**src/rtl/tlc_pkg.sv**
```systemverilog
// Shared types and lamp decode for the junction signal controller.
package tlc_pkg;

    localparam int unsigned LAMP_W  = 3;
    localparam int unsigned PHASE_W = 4;
    localparam int unsigned HEADS   = 4;

    localparam logic [LAMP_W-1:0] RED = 3'b100;
    localparam logic [LAMP_W-1:0] YEL = 3'b010;
    localparam logic [LAMP_W-1:0] GRN = 3'b001;

    typedef enum logic [PHASE_W-1:0] {
        ALL_RED  = 4'd0,
        MAIN     = 4'd1,
        M2_YEL   = 4'd2,
        TURN     = 4'd3,
        TURN_YEL = 4'd4,
        SIDE     = 4'd5,
        SIDE_YEL = 4'd6,
        PED      = 4'd7,
        EMG_YEL  = 4'd8,
        EMG_HOLD = 4'd9
    } state_t;

    typedef struct packed {
        logic [LAMP_W-1:0] m1;
        logic [LAMP_W-1:0] m2;
        logic [LAMP_W-1:0] mt;
        logic [LAMP_W-1:0] s;
    } lamps_t;

    // Emergency mask bit order is {m1, m2, mt, s}.
    function automatic lamps_t decode_lamps(state_t st, logic [HEADS-1:0] mask);
        lamps_t l;
        l = {RED, RED, RED, RED};
        case (st)
            MAIN:     begin l.m1 = GRN; l.m2 = GRN; end
            M2_YEL:   begin l.m1 = GRN; l.m2 = YEL; end
            TURN:     begin l.m1 = GRN; l.mt = GRN; end
            TURN_YEL: begin l.m1 = YEL; l.mt = YEL; end
            SIDE:     l.s = GRN;
            SIDE_YEL: l.s = YEL;
            EMG_YEL: begin
                l.m1 = mask[3] ? YEL : RED;
                l.m2 = mask[2] ? YEL : RED;
                l.mt = mask[1] ? YEL : RED;
                l.s  = mask[0] ? YEL : RED;
            end
            default: ;
        endcase
        return l;
    endfunction

    function automatic logic [HEADS-1:0] lit_heads(lamps_t l);
        return {l.m1 != RED, l.m2 != RED, l.mt != RED, l.s != RED};
    endfunction

endpackage

```
**src/rtl/junction_signal_controller_if.sv**
```systemverilog
// Request inputs and lamp/debug outputs of the junction signal controller.
interface junction_signal_controller_if;
    import tlc_pkg::*;

    logic               ped_req;
    logic               emergency;
    logic [LAMP_W-1:0]  M1;
    logic [LAMP_W-1:0]  M2;
    logic [LAMP_W-1:0]  MT;
    logic [LAMP_W-1:0]  S;
    logic               ped_walk;
    logic [PHASE_W-1:0] phase;

    modport master (output ped_req, emergency,
                    input  M1, M2, MT, S, ped_walk, phase);
    modport slave  (input  ped_req, emergency,
                    output M1, M2, MT, S, ped_walk, phase);

endinterface

```
**src/rtl/junction_signal_controller_phase_timer.sv**
```systemverilog
// Loadable down-counter that holds at zero; done flags the last cycle of a phase.
module phase_timer #(
    parameter int unsigned     CNT_W   = 8,
    parameter logic [CNT_W-1:0] RST_VAL = '0
) (
    input  logic             clk,
    input  logic             reset,
    input  logic             load,
    input  logic [CNT_W-1:0] load_val,
    input  logic             en,
    output logic             done
);

    logic [CNT_W-1:0] cnt;

    always_ff @(posedge clk or posedge reset) begin
        if (reset)                  cnt <= RST_VAL;
        else if (load)              cnt <= load_val;
        else if (en && cnt != '0)   cnt <= cnt - CNT_W'(1);
    end

    assign done = (cnt == '0);

endmodule

```
**src/rtl/junction_signal_controller.sv**
```systemverilog
// Four-head junction controller with pedestrian walk phase and emergency override.
module junction_signal_controller
    import tlc_pkg::*;
#(
    parameter int unsigned CNT_W    = 8,
    parameter int unsigned T_MAIN   = 7,
    parameter int unsigned T_TURN   = 3,
    parameter int unsigned T_SIDE   = 3,
    parameter int unsigned T_YEL    = 2,
    parameter int unsigned T_ALLRED = 1,
    parameter int unsigned T_PED    = 4
) (
    input  logic                          clk,
    input  logic                          reset,
    junction_signal_controller_if.slave   bus
);

    state_t             state_q, state_d, seq_next;
    logic [HEADS-1:0]   emg_mask_q, emg_mask_d, cur_mask;
    logic               ped_pending_q, ped_pending_d;
    lamps_t             lamps_q, lamps_d;
    logic               ped_walk_q, ped_walk_d;
    logic               timer_load, timer_done;
    logic [CNT_W-1:0]   timer_val;

    function automatic logic [CNT_W-1:0] load_for(state_t st);
        case (st)
            ALL_RED:                  return CNT_W'(T_ALLRED - 1);
            MAIN:                     return CNT_W'(T_MAIN - 1);
            TURN:                     return CNT_W'(T_TURN - 1);
            SIDE:                     return CNT_W'(T_SIDE - 1);
            PED:                      return CNT_W'(T_PED - 1);
            M2_YEL, TURN_YEL,
            SIDE_YEL, EMG_YEL:        return CNT_W'(T_YEL - 1);
            default:                  return '0;
        endcase
    endfunction

    phase_timer #(
        .CNT_W   (CNT_W),
        .RST_VAL (CNT_W'(T_ALLRED - 1))
    ) u_timer (
        .clk      (clk),
        .reset    (reset),
        .load     (timer_load),
        .load_val (timer_val),
        .en       (1'b1),
        .done     (timer_done)
    );

    // State, emergency mask, pending walk request and registered lamp drive.
    always_ff @(posedge clk or posedge reset) begin
        if (reset) begin
            state_q       <= ALL_RED;
            emg_mask_q    <= '0;
            ped_pending_q <= 1'b0;
            lamps_q       <= {RED, RED, RED, RED};
            ped_walk_q    <= 1'b0;
        end else begin
            state_q       <= state_d;
            emg_mask_q    <= emg_mask_d;
            ped_pending_q <= ped_pending_d;
            lamps_q       <= lamps_d;
            ped_walk_q    <= ped_walk_d;
        end
    end

    // Next state: emergency outranks the timer; emergency phases never restart.
    always_comb begin
        state_d    = state_q;
        emg_mask_d = emg_mask_q;
        seq_next   = ALL_RED;
        cur_mask   = lit_heads(decode_lamps(state_q, emg_mask_q));

        case (state_q)
            MAIN:     seq_next = M2_YEL;
            M2_YEL:   seq_next = TURN;
            TURN:     seq_next = TURN_YEL;
            TURN_YEL: seq_next = SIDE;
            SIDE:     seq_next = SIDE_YEL;
            SIDE_YEL: seq_next = ped_pending_q ? PED : ALL_RED;
            default:  seq_next = ALL_RED;
        endcase

        case (state_q)
            ALL_RED: begin
                if (bus.emergency)   state_d = EMG_HOLD;
                else if (timer_done) state_d = MAIN;
            end
            MAIN, M2_YEL, TURN, TURN_YEL, SIDE, SIDE_YEL: begin
                if (bus.emergency) begin
                    state_d    = EMG_YEL;
                    emg_mask_d = cur_mask;
                end else if (timer_done) begin
                    state_d = seq_next;
                end
            end
            PED: begin
                if (bus.emergency)   state_d = EMG_HOLD;
                else if (timer_done) state_d = ALL_RED;
            end
            EMG_YEL: begin
                if (timer_done) state_d = bus.emergency ? EMG_HOLD : ALL_RED;
            end
            EMG_HOLD: begin
                if (!bus.emergency) state_d = ALL_RED;
            end
            default: state_d = ALL_RED;
        endcase
    end

    // Timer reload on every state change; a request coinciding with PED entry survives.
    always_comb begin
        timer_load    = (state_d != state_q);
        timer_val     = load_for(state_d);
        ped_pending_d = bus.ped_req |
                        (ped_pending_q & ~((state_d == PED) && (state_q != PED)));
        lamps_d       = decode_lamps(state_d, emg_mask_d);
        ped_walk_d    = (state_d == PED);
    end

    assign bus.M1       = lamps_q.m1;
    assign bus.M2       = lamps_q.m2;
    assign bus.MT       = lamps_q.mt;
    assign bus.S        = lamps_q.s;
    assign bus.ped_walk = ped_walk_q;
    assign bus.phase    = state_q;

endmodule

```
**src/flat_wrapper.sv**
```systemverilog
// flat-port wrapper written by rule: the top's interface ports become plain ports
module junction_signal_controller_flat import tlc_pkg::*;
#(
    parameter int unsigned CNT_W    = 8,
    parameter int unsigned T_MAIN   = 7,
    parameter int unsigned T_TURN   = 3,
    parameter int unsigned T_SIDE   = 3,
    parameter int unsigned T_YEL    = 2,
    parameter int unsigned T_ALLRED = 1,
    parameter int unsigned T_PED    = 4
)
  (clk, reset, bus_ped_req, bus_emergency, bus_M1, bus_M2, bus_MT, bus_S, bus_ped_walk, bus_phase);
  junction_signal_controller_if bus_i ();
  input  logic clk;
  input  logic reset;
  input wire logic [$bits(bus_i.ped_req)-1:0] bus_ped_req;
  input wire logic [$bits(bus_i.emergency)-1:0] bus_emergency;
  output wire logic [$bits(bus_i.M1)-1:0] bus_M1;
  output wire logic [$bits(bus_i.M2)-1:0] bus_M2;
  output wire logic [$bits(bus_i.MT)-1:0] bus_MT;
  output wire logic [$bits(bus_i.S)-1:0] bus_S;
  output wire logic [$bits(bus_i.ped_walk)-1:0] bus_ped_walk;
  output wire logic [$bits(bus_i.phase)-1:0] bus_phase;
  assign bus_i.ped_req = bus_ped_req;
  assign bus_i.emergency = bus_emergency;
  assign bus_M1 = bus_i.M1;
  assign bus_M2 = bus_i.M2;
  assign bus_MT = bus_i.MT;
  assign bus_S = bus_i.S;
  assign bus_ped_walk = bus_i.ped_walk;
  assign bus_phase = bus_i.phase;
  junction_signal_controller #(.CNT_W(CNT_W), .T_MAIN(T_MAIN), .T_TURN(T_TURN), .T_SIDE(T_SIDE), .T_YEL(T_YEL), .T_ALLRED(T_ALLRED), .T_PED(T_PED)) u_core (.clk(clk), .reset(reset), .bus(bus_i));
endmodule
```
**config.mk**
```make
export PLATFORM = sky130hd
export DESIGN_NAME = junction_signal_controller_flat
export DESIGN_NICKNAME = d
export VERILOG_FILES = /design/src/rtl/tlc_pkg.sv /design/src/rtl/junction_signal_controller_if.sv /design/src/rtl/junction_signal_controller_phase_timer.sv /design/src/rtl/junction_signal_controller.sv /design/src/flat_wrapper.sv
export SDC_FILE = /design/constraint.sdc
export NUM_CORES = 1
export LEC_CHECK = 0
export ABC_AREA = 1
export ABC_CLOCK_PERIOD_IN_PS = 3100
export CORE_MARGIN = 1.5
export CORE_UTILIZATION = 35
export CTS_BUF_LIST = sky130_fd_sc_hd__clkbuf_8
export DETAILED_ROUTE_END_ITERATION = 6
export PLACE_DENSITY = 0.62
export RECOVER_POWER = 25
export SLEW_MARGIN = 20
export SYNTH_ARGS = -nofsm -noshare
export SYNTH_HDL_FRONTEND = slang
export SYNTH_SLANG_ARGS = --single-unit
```
**constraint.sdc**
```tcl
create_clock -name clk -period 3.1 [get_ports clk]
set_clock_uncertainty 0.05 [all_clocks]
set_input_delay 0.62 -clock clk [delete_from_list [all_inputs] [get_ports clk]]
set_output_delay 0.62 -clock clk [all_outputs]
set_load 0.03 [all_outputs]
```
-- Word-level counts from Yosys, hierarchy flattened
Memory sizes are Yosys's and may differ from the RTL's.
Cells that the tools add are included.
- add/sub/neg operators: 1
- bitwise logic cells: 3
- equality and inequality tests: 23
- muxes and demuxes: 32
- reductions and logical operators: 8
- operator list (cell ; count):
    case mux 3 bit (3 select lines) ; 8
    2-to-1 mux 4 bit ; 11
    == test 4 x 3 -> 1 bit (second input constant) ; 8
    2-to-1 mux 3 bit ; 9
    case mux 4 bit (6 select lines) ; 1
    case mux 4 bit (5 select lines) ; 1
    == test 4 x 2 -> 1 bit (second input constant) ; 4
    2-to-1 mux 8 bit ; 2
    == test 4 bit (second input constant) ; 3
    != test 3 bit (second input constant) ; 4
    == test 4 x 1 -> 1 bit (second input constant) ; 2
    zero test 8 bit ; 1
    nonzero test 8 bit ; 1
    subtractor 8 x 1 -> 8 bit (second input constant) ; 1
    OR reduction 3 bit ; 2
    OR reduction 6 bit ; 1
    zero test 4 bit ; 1
    != test 4 x 3 -> 1 bit (second input constant) ; 1
    != test 4 bit ; 1
    nonzero test 2 bit ; 1
    AND 1 bit ; 1
    logical AND 1 bit ; 1
    inverter 1 bit ; 1
    OR 1 bit ; 1
- logic and storage cells: 77
- register bits after elaboration: 30
- output and inout port bits: 17
- memories kept: 1
- bits in read-only memories: 48
- input port bits: 4
- memories (name ; words ; bits a word ; rd ports ; clocked after Yosys merged registers in ; write ports ; line ; source):
    (name not given) ; 16 ; 3 ; 1 ; 0 ; 0 ; junction_signal_controller.sv:27 ; case (st)

-- Depth between registers and ports, before layout
Gate-level depths: netlist (run 1).
- depth in word-level cells: 10
- gate-level depth with buffers: 17
- gate-level depth less buffers: 17

-- By module
A second synthesis (run 1) with hierarchy kept.
- cell total of the unflattened synthesis: 265
- area total of the unflattened synthesis: 1928.1 um^2
- modules (own cells, without submodules) (module ; area an instance (um^2) ; times used ; seq. area each (um^2) ; cells an instance):
    junction_signal_controller ; 1295.0 ; 1 ; 555.5 ; 174
    phase_timer ; 633.1 ; 1 ; 200.2 ; 91

-- Worst setup path after synthesis (run 1)
No wires, ideal clock.
- kind: reg2reg
- start point: register u_core.u_timer.cnt[0]
- end point: register u_core.u_timer.cnt[0]
- required time: 2.931 ns
- cell stages (with the launch flop): 15
- clock period less this slack: 2.037 ns
- library setup time: 0.119 ns
- arrival time: 1.869 ns
- buffers on the path: 1
- setup slack: 1.063 ns
- path through: dfrtp_1 -> inv_1 -> ha_1 -> nand3_1 -> nor2_2 -> buf_6 -> nand3_1 -> nand3_1 -> nand2_1 -> nor2_2 -> nand2_1 -> nand2_2 -> nand2_4 -> nand2_1 -> o21ai_2
- cells in the longest elaborated chain, start to end: 6
- elaborated cells between the ends (all ways): 16
- those cells by class: 1 x add/sub; 1 x eq/ne; 10 x mux; 3 x reduce/logical; 1 x memory
- ends and longest elaborated chain (element ; line ; source):
    from (decl) ; junction_signal_controller_phase_timer.sv:14 ; logic [CNT_W-1:0] cnt;
    from (signal assigned) ; junction_signal_controller_phase_timer.sv:18 ; else if (load) cnt <= load_val;
    from (signal assigned) ; junction_signal_controller_phase_timer.sv:19 ; else if (en && cnt != '0) cnt <= cnt - CNT_W'(1);
    zero test 8 bit ; junction_signal_controller_phase_timer.sv:22 ; assign done = (cnt == '0);
    2-to-1 mux 4 bit (on tied branches) ; junction_signal_controller.sv:100, junction_signal_controller.sv:88, junction_signal_controller.sv:94 ;
    2-to-1 mux 4 bit (on tied branches) ; junction_signal_controller.sv:99, junction_signal_controller.sv:87, junction_signal_controller.sv:91 ;
    case mux 4 bit (5 select lines) ; junction_signal_controller.sv:85 ; case (state_q)
    memory (16 x 3 bit) or != test 4 bit (tied branches) ; - ;
    2-to-1 mux 8 bit or nonzero test 2 bit (tied branches) ; - ;
Several ways; a longest one is shown, not always the timed one. The select of a mux whose other input is x is not followed.
A chain may end at the register's enable or synchronous reset.

-- Final worst setup path (run 1)
Ends and elaborated chain as after synthesis.

==> reports/qor.txt, run 1 <==
Via-to-Cell Ratio -> 4.65
post-CTS setup buffer count -> 0
Worst Path Required -> 3220 ps
die width -> 73.0 um
failing checks -> max-capacitance violations, max-slew violations
final setup TNS -> 0 ps
outcome -> finished, violations left
Worst Hold Class -> reg2reg
via count -> 1464
Post-Synth XOR/XNOR Area -> 2.05%
RSZ-0062 raised after global routing -> false
CP startpoint kind -> register
FP Rows -> 25
H-tree Lvls -> 2
#FFs+latches synth -> 30
DR WL/cell -> 11.3 um
first-pass GRT wire length -> 6350 um
die area -> 5320 um2
Tot GR Track Use -> 15.8%
min Tclk post-route -> 2440 ps
post-layout net count -> 252
CORE AREA -> 4720 um2
post-synthesis mux area share -> 0%
TritonRoute pass-1 iters -> 4
synth unique cells -> 30
largest family of logic cells by synthesized area -> simple AND/OR/NAND/NOR gates
Crit. End Element -> register
Final Cycle Share -> 78.7%
Worst-Margin Slew -> 1580 ps
Placer Congestion -> 0.910
initial antenna violation count -> 0
multi-input logic area -> 818 um2
I/O pins -> 21
vias in the first global route -> 1389
hold slack final -> 467 ps
final setup margin -> 659 ps
# fillers -> 475
crit-path max FO -> 8
adder-cell share of the synthesized area -> 0.730%
Mapped Area -> 1710 um2
placed wire-length estimate -> 2700 um
R2R depth -> 13
Antenna diodes -> 0
root buf cell -> clkbuf_8
CTS tree -> yes
Syn-to-layout area delta -> 21.5%
largest net degree at the start of global routing -> 31
GRT overflow -> 0
CTS hold repair buffers -> 0
hold path cells -> 2
# resized after CTS -> 0
Peak Freq -> 410 MHz
# DRC -> 0
area share of and/or/nand/nor cells after synthesis -> 35.6%
placed cells -> 307
worst path arrival time -> 2570 ps
final hold violations -> 0
Starting DRT DRC Count -> 142
clk slew on worst S/H paths -> 70 ps
Antenna Nets Post-Route -> 0
Post-Layout Cell Count -> 315
post-synthesis compound-gate area fraction -> 9.42%
CTS buffer count -> 5
Routed WL -> 3570 um
Slew headroom -> -5.07%
clock latency on the worst-skew pair -> 280 ps
Max Transition Viols Final -> 31
syn_nets -> 225
CTS sink cnt -> 30
Initial Util -> 36.3%
clock buffer depth -> 2
WS Path Type -> reg2reg
Final Setup Violations -> 0
post-synthesis area per instance -> 7.79 um2
Cells after Synth -> 220
YS warnings -> 0
layout cell share with drive strength beyond 1 -> 16.9%
pre-CTS WS -> 491 ps
PortBufs -> 20
Seq/Total Area, Yosys -> 44.1%
register area -> 756 um2
Die Span Y -> 73.0 um
max cap viols -> 1
sequential cells by signal, indices dropped and copies added (netlist names):
signal,count
u_core.bus.phase,4
u_core.bus.M2,3
u_core.bus.M1,3
u_core.bus.ped_walk,1
u_core.ped_pending_q,1
u_core.bus.MT,3
u_core.emg_mask_q,4
u_core.bus.S,3
u_core.u_timer.cnt,8
cell type report:
type	instances	share of cell area, %
clock inverter	2	0.421
tap	67	4.03
sequential	30	36.3
clock buffer	6	3.97
inverter	32	5.77
multi-input combinational	156	39.3
timing repair buffer	22	10.2
layout by cell type (no fill, tap or decap), drive strengths merged:
master	n
a21oi	7
a22oi	1
buf	1
clkbuf	7
clkdlybuf4s50	19
clkinv	1
dfrtp	26
dfstp	4
dlygate4sd3	1
ha	1
inv	33
nand2	57
nand3	21
nand4	5
nor2	36
nor3	5
o211ai	2
o21ai	15
o22ai	1
or2	1
xnor2	1
xor2	3
synthesized netlist by cell type (all sizes together):
cell    instances  area share, %
nand2          57             15
nor2           36            9.5
inv            32            7.0
dfrtp          26             38
nand3          21            6.7
o21ai          15            4.6
a21oi           7            3.1
nand4           5            1.8
nor3            5            2.0
dfstp           4            6.1
xor2            3            1.5
buf             2            1.1
o211ai          2           0.88
a22oi           1           0.44
ha              1           0.73
o22ai           1           0.37
or2             1           0.37
xnor2           1           0.51
through the flow:
step | instance area [um2] | util [%]
2_1_floorplan | 1710 | -
6_report | 2080 | 44.1
3_5_place_dp | 1990 | 42.2
3_3_place_gp | 1990 | 42.2
5_1_grt | 2080 | 44.1
4_1_cts | 2080 | 44.1
worst paths after layout:
check / startpoint / to / slack, ps
min: u_core.emg_mask_q[1] / u_core.emg_mask_q[1] / 470
min in group asynchronous: reset / u_core.u_timer.cnt[6] / 1270
min reg2reg: u_core.emg_mask_q[1] / u_core.emg_mask_q[1] / 470
max in group asynchronous: reset / u_core.emg_mask_q[2] / 810
max reg2reg: u_core.u_timer.cnt[0] / u_core.u_timer.cnt[0] / 660
max: u_core.u_timer.cnt[0] / u_core.u_timer.cnt[0] / 660
worst max-delay path, cell delays in order, from the launching register on:
cell and delay (ps):
dfrtp_1 390, inv_1 100, ha_1 210, nand3_1 120, nor2_2 410, o21ai_0 130, nor2_1 220, nand2_4 100
nand2_1 100, nand3_2 90, nor2_4 150, nand2_4 110, nand2_1 100, o21ai_2 50
cell families after synthesis:
logic type / after synthesis
buf+inv: 34
simple gates: 125
fa+ha+maj: 1
xor+xnor: 4
flops: 30
compound gates: 26
metal layers:
metal  GRT usage, %  share of wire [%]
met1           21.0                 48
met2           24.6                 45
met3           4.83                5.3
met4           4.82                1.5
met5              0                  0
Power of run 1 is left out: the tool's default activity adds up to more than one toggle a clock period on the data nets, which glitch-free logic cannot reach.
==> run 2, diff against run 1 <==
--- a/config.mk
+++ b/config.mk
@@ -6,12 +6,12 @@
 export NUM_CORES = 1
 export LEC_CHECK = 0
 export ABC_AREA = 1
-export ABC_CLOCK_PERIOD_IN_PS = 3100
+export ABC_CLOCK_PERIOD_IN_PS = 2230
 export CORE_MARGIN = 1.5
 export CORE_UTILIZATION = 35
 export CTS_BUF_LIST = sky130_fd_sc_hd__clkbuf_8
 export DETAILED_ROUTE_END_ITERATION = 6
-export PLACE_DENSITY = 0.62
+export PLACE_DENSITY = 0.64
 export RECOVER_POWER = 25
 export SLEW_MARGIN = 20
 export SYNTH_ARGS = -nofsm -noshare
==> constraint.sdc (replaced) <==
create_clock -name clk -period 2.23 [get_ports clk]
set_clock_uncertainty 0.05 [all_clocks]
set_input_delay 0.446 -clock clk [delete_from_list [all_inputs] [get_ports clk]]
set_output_delay 0.446 -clock clk [all_outputs]
set_load 0.03 [all_outputs]
==> reports/qor.txt, run 2 (synthesized netlist as in run 1, its figures left out) <==
Tot GR Track Use -> 17.1%
first-pass GRT wire length -> 6900 um
most common library cell in the layout ignoring fill and taps -> nand2_1
RR Endpoint -> u_core.u_timer.cnt[1]
post-layout net count -> 279
initial antenna violation count -> 0
crit-path cells -> inv_2 -> ha_4 -> nand2_1 -> nor2_2 -> nand3_2 -> buf_4 -> nand2_1 -> nand3_1 -> nand2_1 -> nor2_2 -> nand2_4 -> nand2_1 -> nand2_2 -> nand2_4 -> nand2_2 -> nand3_1
slowest cell delay on critical path -> 390 ps
TritonRoute pass-1 iters -> 5
Final Setup Violations -> 0
Post-Layout Cell Count -> 342
# fillers -> 445
crit-path max FO -> 8
clock latency on the worst-skew pair -> 280 ps
Slowest-stage cell, CP -> dfrtp_1
register area -> 758 um2
I/O pins -> 21
Routed WL -> 4190 um
CTS tree -> yes
Max Transition Viols Final -> 0
Crit. End Element -> register
Worst Path Required -> 2340 ps
root buf cell -> clkbuf_8
final hold violations -> 0
clk slew on worst S/H paths -> 70 ps
Placer Congestion -> 0.966
Final Cycle Share -> 94.4%
CP startpoint kind -> register
pre-CTS WS -> -20.8 ps
reg-to-reg slack, setup -> 130 ps
CTS buffer count -> 5
Worst R2R Start -> u_core.u_timer.cnt[1]
most frequent cells in the layout -> nand2_1 (44), inv_1 (28), buf_4 (26)
Worst-Margin Slew -> 757 ps
CORE AREA -> 4720 um2
H-tree Lvls -> 2
# DRC -> 0
WS Path Type -> reg2reg
hold endpoint -> u_core.emg_mask_q[2]
Peak Freq -> 475 MHz
outcome -> complete, no violations
Slew headroom -> 49.5%
Reg with most FFs -> u_core.u_timer.cnt
GRT overflow -> 0
die area -> 5320 um2
Antenna diodes -> 0
via count -> 1606
DR WL/cell -> 12.2 um
max cap viols -> 0
R2R depth -> 16
RSZ-0062 raised after global routing -> true
final setup TNS -> 0 ps
vias in the first global route -> 1532
layout cell share with drive strength beyond 1 -> 31.6%
max FFs per register -> 8
final setup margin -> 126 ps
Die Span Y -> 73.0 um
hold path cells -> 2
CTS sink cnt -> 30
PortBufs -> 20
placed wire-length estimate -> 2980 um
min Tclk post-route -> 2100 ps
CTS hold repair buffers -> 0
Worst Hold Class -> reg2reg
Initial Util -> 36.3%
Syn-to-layout area delta -> 38.2%
Starting DRT DRC Count -> 130
Via-to-Cell Ratio -> 4.70
placed cells -> 328
clock buffer depth -> 2
Antenna Nets Post-Route -> 0
multi-input logic area -> 892 um2
FP Rows -> 25
Critical Path Most Common Cell -> nand2_1
die width -> 73.0 um
worst path arrival time -> 2220 ps
largest net degree at the start of global routing -> 31
worst hold path startpoint -> u_core.emg_mask_q[2]
run 2: changes by cell type in the layout (fill, tap and decap cells not counted), moves of 2 or more:
cell     previous run  this run
buf_6               0         2
nor2_4              2         5
inv_2               4         6
o21ai_0            10         8
nand2_1            47        44
nand3_1            19        17
nor2_2              5         9
dfrtp_1            26        24
nand2_2             6         9
buf_4               1        26
nor2_1             29        22
dfrtp_2             0         2
run 2: critical path, delay by kind of cell, from the launching register on:
kind          cells  cell delay (ps)
simple gates     13             1150
flops             1              390
buf+inv           2              220
fa+ha+maj         1              160
run 2: cell type report:
class                   instances  area share, %
multi-input cells             156           37.7
well taps                      67           3.54
repair buffers                 49           17.9
clock buffers                   6           3.49
inverters                      32           5.07
flip-flops and latches         30           32.0
clock inverters                 2          0.317
run 2: worst max-delay path by stage:
| stage | slack [ps] | from | endpoint |
|---|---|---|---|
| floorplan | 190 | u_core.u_timer.cnt[0] | u_core.u_timer.cnt[0] |
| global placement | -4 | bus_emergency | u_core.u_timer.cnt[2] |
| detailed placement | -20 | bus_emergency | u_core.u_timer.cnt[2] |
| CTS | 5 | u_core.u_timer.cnt[0] | u_core.u_timer.cnt[0] |
| global route | -50 | u_core.u_timer.cnt[7] | u_core.u_timer.cnt[1] |
| finish | 130 | u_core.u_timer.cnt[1] | u_core.u_timer.cnt[1] |
run 2: through the flow:
step	utilization, %	instance area (um2)	hold slack (ps)
after CTS	47.5	2250	461
after detailed placement	45.5	2150	446
final	50.1	2370	462
after global routing	50.1	2370	501
after global placement	45.5	2150	444
after floorplan	-	1710	412
run 2: metal layers:
| metal | global-route usage (%) | wire length (um) | vias up | share of wire, % |
|---|---|---|---|---|
| met2 | 25.7 | 2010 | 63 | 48 |
| met3 | 5.11 | 231 | 4 | 5.5 |
| met1 | 23.1 | 1900 | 730 | 45 |
| li1 | - | - | 809 | - |
| met5 | 0 | 0 | - | 0 |
| met4 | 6.71 | 46 | 0 | 1.1 |
run 2: what timing repair did:
action,4_1_cts,5_1_grt
resized for setup,1,26
hold endpoints to repair,0,0
buffers inserted,0,6
setup endpoints to repair,2,20
pin swaps,0,8
Power of run 2 is left out for the same reason.
